--- config.mk ---
export PLATFORM = sky130hd
export DESIGN_NAME = rf_wb_ctrl_flat
export DESIGN_NICKNAME = d
export VERILOG_FILES = /design/src/rtl/rf_ctrl_pkg.sv /design/src/rtl/rf_wb_ctrl_if.sv /design/src/rtl/wb_fifo.sv /design/src/rtl/rf_wb_ctrl.sv /design/src/flat_wrapper.sv
export SDC_FILE = /design/constraint.sdc
export NUM_CORES = 1
export LEC_CHECK = 0
export ABC_AREA = 1
export BUFFER_PORTS_ARGS = -buffer_cell sky130_fd_sc_hd__buf_2
export CAP_MARGIN = 20
export CORE_MARGIN = 3
export CORE_UTILIZATION = 46
export DETAILED_ROUTE_END_ITERATION = 12
export MAX_ROUTING_LAYER = met4
export PLACE_DENSITY = 0.67
export SYNTH_ARGS = -nofsm -noshare
export SYNTH_HDL_FRONTEND = slang
export SYNTH_SLANG_ARGS = --single-unit
--- constraint.sdc ---
create_clock -name clk -period 4.86 [get_ports clk]
set_clock_uncertainty 0.05 [all_clocks]
set_input_delay 0.972 -clock clk [delete_from_list [all_inputs] [get_ports clk]]
set_output_delay 0.972 -clock clk [all_outputs]
set_load 0.03 [all_outputs]
--- src/rtl/rf_ctrl_pkg.sv ---
// Shared types and sizes for the register-file writeback controller.
// Address and data widths of the register file are fixed here.
package rf_ctrl_pkg;

  localparam int unsigned PW       = 4;
  localparam int unsigned DW       = 8;
  localparam int unsigned NUM_REGS = 2 ** PW;

  typedef enum logic {INIT, RUN} state_t;

  typedef enum logic {REQ_A, REQ_B} req_t;

  typedef struct packed {
    logic [PW-1:0] addr;
    logic [DW-1:0] data;
  } wb_entry_t;

endpackage

--- src/rtl/rf_wb_ctrl_if.sv ---
// Requester handshakes, register-file write port and hazard mask of rf_wb_ctrl.
interface rf_wb_ctrl_if;
  import rf_ctrl_pkg::*;

  logic                a_valid;
  logic                a_ready;
  logic [PW-1:0]       a_addr;
  logic [DW-1:0]       a_data;
  logic                b_valid;
  logic                b_ready;
  logic [PW-1:0]       b_addr;
  logic [DW-1:0]       b_data;
  logic                rf_wr_en;
  logic [PW:0]         rf_wr_addr;
  logic [DW-1:0]       rf_dat_in;
  logic                init_done;
  logic [NUM_REGS-1:0] pending;

  modport master (
    output a_valid, a_addr, a_data, b_valid, b_addr, b_data,
    input  a_ready, b_ready, rf_wr_en, rf_wr_addr, rf_dat_in, init_done, pending
  );

  modport slave (
    input  a_valid, a_addr, a_data, b_valid, b_addr, b_data,
    output a_ready, b_ready, rf_wr_en, rf_wr_addr, rf_dat_in, init_done, pending
  );

endinterface

--- src/rtl/wb_fifo.sv ---
// Shift-style writeback FIFO: entry 0 is always the head, so every valid
// entry is exposed in place for the pending-write mask.
module wb_fifo
  import rf_ctrl_pkg::*;
#(
  parameter int unsigned DEPTH = 2
) (
  input  logic                        clk,
  input  logic                        reset_n,
  input  logic                        push,
  input  logic                        pop,
  input  wb_entry_t                   wr_entry,
  output wb_entry_t                   head,
  output logic [$clog2(DEPTH+1)-1:0]  count,
  output logic [DEPTH-1:0]            vld,
  output logic [DEPTH-1:0][PW-1:0]    addrs
);

  localparam int unsigned CW = $clog2(DEPTH + 1);

  wb_entry_t [DEPTH-1:0] mem_q, mem_d;
  logic [DEPTH-1:0]      vld_q, vld_d;
  logic [CW-1:0]         cnt_q, cnt_d;

  always_comb begin
    mem_d = mem_q;
    vld_d = vld_q;
    cnt_d = cnt_q;
    if (pop) begin
      for (int i = 0; i < int'(DEPTH) - 1; i++) begin
        mem_d[i] = mem_q[i+1];
        vld_d[i] = vld_q[i+1];
      end
      vld_d[DEPTH-1] = 1'b0;
      cnt_d          = cnt_q - CW'(1);
    end
    // Push lands in the first free slot after any same-cycle pop.
    if (push) begin
      for (int i = 0; i < int'(DEPTH); i++) begin
        if (CW'(i) == cnt_d) begin
          mem_d[i] = wr_entry;
          vld_d[i] = 1'b1;
        end
      end
      cnt_d = cnt_d + CW'(1);
    end
  end

  always_ff @(posedge clk or negedge reset_n) begin
    if (!reset_n) begin
      mem_q <= '0;
      vld_q <= '0;
      cnt_q <= '0;
    end else begin
      mem_q <= mem_d;
      vld_q <= vld_d;
      cnt_q <= cnt_d;
    end
  end

  always_comb begin
    for (int i = 0; i < int'(DEPTH); i++) begin
      addrs[i] = mem_q[i].addr;
    end
  end

  assign head  = mem_q[0];
  assign count = cnt_q;
  assign vld   = vld_q;

endmodule

--- src/rtl/rf_wb_ctrl.sv ---
// Write-port controller for the 16x8 register file: zero sweep after reset,
// then round-robin sharing of the write port between ALU (A) and load (B) FIFOs.
module rf_wb_ctrl
  import rf_ctrl_pkg::*;
#(
  parameter int unsigned DEPTH = 2
) (
  input logic         clk,
  input logic         reset_n,
  rf_wb_ctrl_if.slave bus
);

  localparam int unsigned CW = $clog2(DEPTH + 1);

  state_t        state_q;
  logic [PW-1:0] init_cnt_q;
  logic          init_done_q;
  req_t          rr_q;

  wb_entry_t               a_head, b_head;
  logic [CW-1:0]           a_cnt, b_cnt;
  logic [DEPTH-1:0]        a_vld, b_vld;
  logic [DEPTH-1:0][PW-1:0] a_addrs, b_addrs;

  logic run, a_ready, b_ready, a_push, b_push, grant_a, grant_b;

  assign run     = (state_q == RUN);
  // Ready looks only at occupancy, keeping valid->ready free of combinational paths.
  assign a_ready = run && (a_cnt < CW'(DEPTH));
  assign b_ready = run && (b_cnt < CW'(DEPTH));
  assign a_push  = bus.a_valid && a_ready;
  assign b_push  = bus.b_valid && b_ready;

  assign grant_a = run && (a_cnt != '0) && ((b_cnt == '0) || (rr_q == REQ_A));
  assign grant_b = run && (b_cnt != '0) && !grant_a;

  wb_fifo #(.DEPTH(DEPTH)) u_fifo_a (
    .clk      (clk),
    .reset_n  (reset_n),
    .push     (a_push),
    .pop      (grant_a),
    .wr_entry ('{addr: bus.a_addr, data: bus.a_data}),
    .head     (a_head),
    .count    (a_cnt),
    .vld      (a_vld),
    .addrs    (a_addrs)
  );

  wb_fifo #(.DEPTH(DEPTH)) u_fifo_b (
    .clk      (clk),
    .reset_n  (reset_n),
    .push     (b_push),
    .pop      (grant_b),
    .wr_entry ('{addr: bus.b_addr, data: bus.b_data}),
    .head     (b_head),
    .count    (b_cnt),
    .vld      (b_vld),
    .addrs    (b_addrs)
  );

  always_ff @(posedge clk or negedge reset_n) begin
    if (!reset_n) begin
      state_q     <= INIT;
      init_cnt_q  <= '0;
      init_done_q <= 1'b0;
      rr_q        <= REQ_A;
    end else if (state_q == INIT) begin
      if (init_cnt_q == PW'(NUM_REGS - 1)) begin
        state_q     <= RUN;
        init_done_q <= 1'b1;
      end else begin
        init_cnt_q <= init_cnt_q + PW'(1);
      end
    end else if (grant_a) begin
      rr_q <= REQ_B;
    end else if (grant_b) begin
      rr_q <= REQ_A;
    end
  end

  always_comb begin
    bus.rf_wr_en   = 1'b0;
    bus.rf_wr_addr = '0;
    bus.rf_dat_in  = '0;
    if (!run) begin
      bus.rf_wr_en   = 1'b1;
      bus.rf_wr_addr = {1'b0, init_cnt_q};
    end else if (grant_a) begin
      bus.rf_wr_en   = 1'b1;
      bus.rf_wr_addr = {1'b0, a_head.addr};
      bus.rf_dat_in  = a_head.data;
    end else if (grant_b) begin
      bus.rf_wr_en   = 1'b1;
      bus.rf_wr_addr = {1'b0, b_head.addr};
      bus.rf_dat_in  = b_head.data;
    end
  end

  always_comb begin
    bus.pending = '0;
    for (int i = 0; i < int'(DEPTH); i++) begin
      if (a_vld[i]) bus.pending[a_addrs[i]] = 1'b1;
      if (b_vld[i]) bus.pending[b_addrs[i]] = 1'b1;
    end
  end

  assign bus.a_ready   = a_ready;
  assign bus.b_ready   = b_ready;
  assign bus.init_done = init_done_q;

endmodule

--- src/flat_wrapper.sv ---
// flat-port wrapper written by rule: the top's interface ports become plain ports
module rf_wb_ctrl_flat import rf_ctrl_pkg::*;
#(
  parameter int unsigned DEPTH = 2
)
  (clk, reset_n, bus_a_valid, bus_a_addr, bus_a_data, bus_b_valid, bus_b_addr, bus_b_data, bus_a_ready, bus_b_ready, bus_rf_wr_en, bus_rf_wr_addr, bus_rf_dat_in, bus_init_done, bus_pending);
  rf_wb_ctrl_if bus_i ();
  input logic clk;
  input logic reset_n;
  input wire logic [$bits(bus_i.a_valid)-1:0] bus_a_valid;
  input wire logic [$bits(bus_i.a_addr)-1:0] bus_a_addr;
  input wire logic [$bits(bus_i.a_data)-1:0] bus_a_data;
  input wire logic [$bits(bus_i.b_valid)-1:0] bus_b_valid;
  input wire logic [$bits(bus_i.b_addr)-1:0] bus_b_addr;
  input wire logic [$bits(bus_i.b_data)-1:0] bus_b_data;
  output wire logic [$bits(bus_i.a_ready)-1:0] bus_a_ready;
  output wire logic [$bits(bus_i.b_ready)-1:0] bus_b_ready;
  output wire logic [$bits(bus_i.rf_wr_en)-1:0] bus_rf_wr_en;
  output wire logic [$bits(bus_i.rf_wr_addr)-1:0] bus_rf_wr_addr;
  output wire logic [$bits(bus_i.rf_dat_in)-1:0] bus_rf_dat_in;
  output wire logic [$bits(bus_i.init_done)-1:0] bus_init_done;
  output wire logic [$bits(bus_i.pending)-1:0] bus_pending;
  assign bus_i.a_valid = bus_a_valid;
  assign bus_i.a_addr = bus_a_addr;
  assign bus_i.a_data = bus_a_data;
  assign bus_i.b_valid = bus_b_valid;
  assign bus_i.b_addr = bus_b_addr;
  assign bus_i.b_data = bus_b_data;
  assign bus_a_ready = bus_i.a_ready;
  assign bus_b_ready = bus_i.b_ready;
  assign bus_rf_wr_en = bus_i.rf_wr_en;
  assign bus_rf_wr_addr = bus_i.rf_wr_addr;
  assign bus_rf_dat_in = bus_i.rf_dat_in;
  assign bus_init_done = bus_i.init_done;
  assign bus_pending = bus_i.pending;
  rf_wb_ctrl #(.DEPTH(DEPTH)) u_core (.clk(clk), .reset_n(reset_n), .bus(bus_i));
endmodule
[Word level (Yosys, flattened, before mapping)]
Cells that the tools add are included.
W data, S select, Z words.
Operators by class
  $add $sub $neg: 5
  $mul: 0
  div/mod/pow operators: 0
  magnitude comparators: 10
  equality and inequality tests: 3
  shift operators: 0
  muxes and demuxes: 43
  bitwise operators: 6
  reduce and logical (&&, ||, !) cells: 25
Operators by type and width (count)
  $mux W12: 6
  $mux W16: 4
  $or A16 B16 Y16: 3
  $mux W8: 3
  $lt A4 B5 Y1 const B: 4
  $demux W1 S4: 4
  $ge A4 B1 Y1 const B: 4
  $mux W2: 8
  $mux W1: 15
  $logic_and A1 B1 Y1: 12
  $mux W5: 2
  $reduce_and A2 Y1: 5
  $logic_not A2 Y1: 3
  $reduce_bool A2 Y1: 3
  $add A2 B1 Y2 const B: 2
  $add A4 B1 Y4 const B: 1
  $eq A1 B2 Y1 const A: 2
  $eq A4 B4 Y1 const B: 1
  $lt A2 B2 Y1 const B: 2
  $mux W4: 1
  $sub A2 B1 Y2 const B: 2
  $not A1 Y1: 3
  $logic_not A1 Y1: 1
  $logic_or A1 B1 Y1: 1
Storage, ports and cells
  bits in registers: 63
  latch bits: 0
  bits in writable memories: 0
  ROM bits: 0
  memories: 0

[Logic depth before layout (Yosys ltp)]
  word-level depth: 11
  gate-level depth with buffers: 16
  mapped depth without buffers: 13

[Modules after synthesis]
From an unflattened synthesis, not the netlist that was laid out.
Unflattened totals
  cell total of the unflattened synthesis: 615
  area, all modules: 4265.3 sq um
By module, submodules not included
  wb_fifo: times used 2, cells each 189, area an instance 1498.9 sq um, seq. area each 700.7 sq um
  rf_wb_ctrl: times used 1, cells each 237, area an instance 1267.5 sq um, seq. area each 175.2 sq um

[Least setup slack after synthesis]
Ideal clock, no wire load.
  path kind: register to output
  start point: register u_core.u_fifo_b.cnt_q[1], in the netlist u_core.u_fifo_b.count[1]
  end point: output port bus_rf_wr_addr[0]
  data arrival time: 1.727 ns
  data required time: 3.838 ns
  slack: 2.111 ns
  stages on the path, launching flop included: 9
  buffers on the path: 2
  cell sequence: dfrtp_1 inv_1 ha_1 inv_1 nand2_1 nand2_4 buf_2 buf_2 o221ai_1
On the way
  longest elaborated chain between the ends: 8
  elaborated cells on any way between the ends: 10
Ends and longest elaborated chain
  start, declared: RTL line wb_fifo.sv:23  | logic [CW-1:0] cnt_q, cnt_d;
  start signal, assigned: RTL line wb_fifo.sv:57  | cnt_q <= cnt_d;
  $logic_not A2 Y1: RTL line rf_wb_ctrl.sv:34  | assign grant_a = run && (a_cnt != '0) && ((b_cnt == '0) || (rr_q == REQ_A));
  $logic_or A1 B1 Y1: RTL line rf_wb_ctrl.sv:34
  $logic_and A1 B1 Y1: RTL line rf_wb_ctrl.sv:34
  $logic_not A1 Y1: RTL line rf_wb_ctrl.sv:35  | assign grant_b = run && (b_cnt != '0) && !grant_a;
  $logic_and A1 B1 Y1: RTL line rf_wb_ctrl.sv:35
  $mux W4: RTL line rf_wb_ctrl.sv:92  | end else if (grant_b) begin
  $mux W5 (*): RTL line rf_wb_ctrl.sv:88  | end else if (grant_a) begin
  $mux W5 (*): RTL line rf_wb_ctrl.sv:85  | if (!run) begin
  end, declared: RTL line flat_wrapper.sv:19  | output wire logic [$bits(bus_i.rf_wr_addr)-1:0] bus_rf_wr_addr;
Mark *: on every way between the ends. The rest lies on a longest branch, timed or not.

[Final worst setup path]
  start point: register u_core.u_fifo_b.cnt_q[0], in the netlist u_core.u_fifo_b.count[0]
  end point: output port bus_rf_dat_in[5]
On the way
  longest elaborated chain between the ends: 8
  elaborated cells on any way between the ends: 10
Ends and longest elaborated chain
  $logic_not A2 Y1: RTL line rf_wb_ctrl.sv:34
  $logic_or A1 B1 Y1: RTL line rf_wb_ctrl.sv:34
  $logic_and A1 B1 Y1: RTL line rf_wb_ctrl.sv:34
  $logic_not A1 Y1: RTL line rf_wb_ctrl.sv:35
  $logic_and A1 B1 Y1: RTL line rf_wb_ctrl.sv:35
  $mux W8: RTL line rf_wb_ctrl.sv:92
  $mux W8 (*): RTL line rf_wb_ctrl.sv:88
  $mux W8 (*): RTL line rf_wb_ctrl.sv:85
  end, declared: RTL line flat_wrapper.sv:20  | output wire logic [$bits(bus_i.rf_dat_in)-1:0] bus_rf_dat_in;
Marks and branches as above.

==> flow_metrics.py <==
metrics = {
    "run_status": {
        "status": "finished clean",
    },
    "synth": {
        "synth_top_area_share_pct": 43.6,
        "synth_fa_ha_area_share_pct": 2.07,
        "yosysSeqAreaShare_pct": 43.6,
        "synthTopCellsByArea": "dfrtp_1, nand2_1, inv_1",
        "postSynthNetCount": 510,
        "ys.flop_type": "dfrtp_1",
        "synth_compound_area_share_pct": 16.4,
        "avgSynthCellArea_sq_um": 7.60,
        "yosysUniqueCellTypes": 35,
        "synth_top_area_cell": "dfrtp_1",
        "yosys.area_share.simple_pct": 26.8,
        "synth_area_sq_um": 3620,
        "ys_seq_elements": 63,
        "synth_cells": 476,
        "synth-xor-area-share_pct": 1.21,
        "synth_top_family_by_area": "simple AND/OR/NAND/NOR gates",
        "async_reset_ff_share_pct": 100,
        "yosys_warnings": 0,
        "synth_edf_count": 0,
        "synth.mux.area_fraction_pct": 0.277,
    },
    "detailed_routing": {
        "first_iter_violations": 190,
        "vias": 3382,
        "drc_errors": 0,
        "firstDrtPassIters": 4,
        "vias_per_cell": 5.37,
        "wire_per_inst_um": 15.8,
        "wl_um": 9950,
        "ant_nets": 0,
    },
    "worst_setup_path": {
        "cpMaxStageDelayCell": "dfrtp_1",
        "rrSetupSlack_ns": 1.84,
        "crit_required_ns": 3.84,
        "cpPeakStageDelay_ns": 0.34,
        "path_class": "reg -> out",
        "critical_path_arrival_ns": 2.46,
        "path_buf_inv": 4,
        "critPathMaxFanout": 43,
        "crit_path_start_kind": "flop",
        "worstReg2RegStart": "u_core.u_fifo_b.count[0]$_DFF_PN0_",
        "endpoint_kind": "output port",
        "cpLargestDelayFamily": "simple AND/OR/NAND/NOR gates",
        "crit_chain": "inv_1 -> ha_1 -> inv_1 -> nand2_1 -> nand2_4 -> nand2_4 -> inv_2 -> nand2_1 -> o21ai_0 -> buf_2",
        "startpoint": "u_core.u_fifo_b.count[0]$_DFF_PN0_",
    },
    "sta": {
        "setup_violations": 0,
        "relSlewSlack_pct": 48.2,
        "max_clock_freq_mhz": 287,
        "finalCritPeriodShare_pct": 71.7,
        "slew_viol_final": 0,
        "grt_setup_unrepaired": "false",
        "tightest_slew_ns": 0.776,
        "setup_tns_ns": 0,
        "fin_crit_ns": 3.48,
        "hold_viol_final": 0,
    },
    "grt": {
        "grt_max_degree": 57,
        "grt_pass1_wl_um": 15600,
        "track_usage_pct": 23.8,
        "gr-total-overflow": 0,
        "antenna_found_initial": 0,
        "grt_pass1_vias": 3133,
    },
    "worst_hold_path": {
        "hold_class": "in -> async",
    },
    "floorplan": {
        "die_y_um": 94.7,
        "core_region_area_sq_um": 7450,
        "io_pins": 61,
        "die_area_sq_um": 8970,
        "die_x_um": 94.7,
        "start_util_pct": 48.6,
        "num_rows": 31,
    },
    "pwr": {
        "leakage_nw": 2.16,
        "ir_drop_mv": 0.519,
        "power_density_nw_per_um2": 767,
        "power_w": 0.00321,
    },
    "layout": {
        "final_common_cell": "nand2_1",
        "nets": 560,
        "area_delta_synth_final_pct": 15.6,
        "insertedDiodeCount": 0,
        "layout_common_cells": "nand2_1, dfrtp_1, inv_1",
        "drive_above_1_share_pct": 16.4,
        "final_cells": 630,
    },
    "placed_design": {
        "port_buffers": 59,
        "dp_cells": 614,
        "dp_hpwl_um": 7410,
        "gp_congestion": 0.964,
    },
    "clocking": {
        "htree_num_levels": 3,
        "cts_root_buffer": "clkbuf_8",
        "cts_tree": "yes",
        "cts_buffers": 9,
        "ctsResizeCount": 0,
        "cts.clk_slew.worst_paths_ns": 0.07,
        "clockBufferDepth": 2,
        "cts_sinks": 63,
        "cts_setup_buffers": 0,
        "clkLatencyLatePin_ns": 0.34,
        "hold_buffers": 0,
    },
    "run": {
        "cap_violations": 0,
    },
}
## cell usage after synthesis, drive strengths merged (8+ instances only)
library cell	n
nand2	139
dfrtp	63
inv	62
o21ai	38
nor2	37
nand3	25
o221ai	17
a21oi	15
o211ai	15
buf	14
nand4	14
clkbuf	8
## worst reg2reg max path, cell delays in order, from the launching register on
cell and delay (ns):
dfrtp_1 0.34, inv_1 0.07, ha_1 0.23, inv_1 0.06, nand2_1 0.07, nand2_4 0.34, nand2_4 0.27, nand2_2 0.15
nand2_4 0.14, inv_1 0.09, ha_1 0.36, nand2_1 0.44, nor2_1 0.21, a21oi_1 0.05
## worst paths after layout
path / to / cells after the start
worst max-delay path: bus_rf_dat_in[5] / 10
worst min-delay path: u_core.u_fifo_a.head[1]$_DFF_PN0_ / 1
worst max register to register: u_core.u_fifo_b.addrs[5]$_DFFE_PN0P_ / 13
worst min register to register: u_core.bus.init_done$_DFFE_PN0P_ / 1
max in group asynchronous: u_core.u_fifo_b.mem_q[16]$_DFFE_PN0P_ / 2
min in group clk: u_core.bus.init_done$_DFFE_PN0P_ / 1
## area by class of cell
class | count | area (sq um)
sequential | 63 | 1580
inverter | 62 | 233
timing repair buffer | 61 | 310
tap | 99 | 124
clock inverter | 5 | 105
multi-input combinational | 329 | 1690
clock buffer | 11 | 141
fill | 722 | 3260
## registers in the layout, indices dropped and copies added, names as in the netlist, 4 cells and up
name	count
u_core.u_fifo_b.addrs	8
u_core.u_fifo_a.mem_q	8
u_core.u_fifo_b.mem_q	8
u_core.u_fifo_b.head	8
u_core.init_cnt_q	4
u_core.u_fifo_a.head	8
u_core.u_fifo_a.addrs	8
## per-stage QoR
step | utilization, % | cell area (sq um) | setup WS (ns) | hold slack, ns
after floorplan | - | 3620 | 2.11 | 0.392
after global placement | 52.9 | 3940 | 1.75 | 0.407
after detailed placement | 52.9 | 3940 | 1.70 | 0.409
after CTS | 56.2 | 4180 | 1.32 | 0.394
after global routing | 56.2 | 4180 | 1.07 | 0.389
final | 56.2 | 4180 | 1.38 | 0.401
## per-layer routing
layer / global-route usage [%] / vias up / wire (um)
li1: - / 1673 / -
met1: 29.2 / 1590 / 4430
met2: 37.2 / 100 / 4690
met3: 5.26 / 19 / 485
met4: 11.8 / 0 / 344
met5: - / - / 0
## logic make-up (layout without fill, tap and decap cells)
group,count (synthesis),in the layout
and+or+nand+nor,222,222
AOI/OAI and AO/OA,94,94
buffers and inverters,84,139
DFF,63,63
adders and majority gates,6,6
xor gates and xnor gates,5,5
other,1,1
muxes,1,1
## power by group
| group | total [W] | leakage (nW) | internal [W] | switching [W] |
|---|---|---|---|---|
| logic | 0.00173 | 1.29 | 0.000505 | 0.00123 |
| registers | 0.000922 | 0.755 | 0.000752 | 0.000170 |
| clock network | 0.000558 | 0.116 | 0.000355 | 0.000203 |
| total | 0.00321 | 2.16 | 0.00161 | 0.00160 |
(Power assumes the default switching activity.)
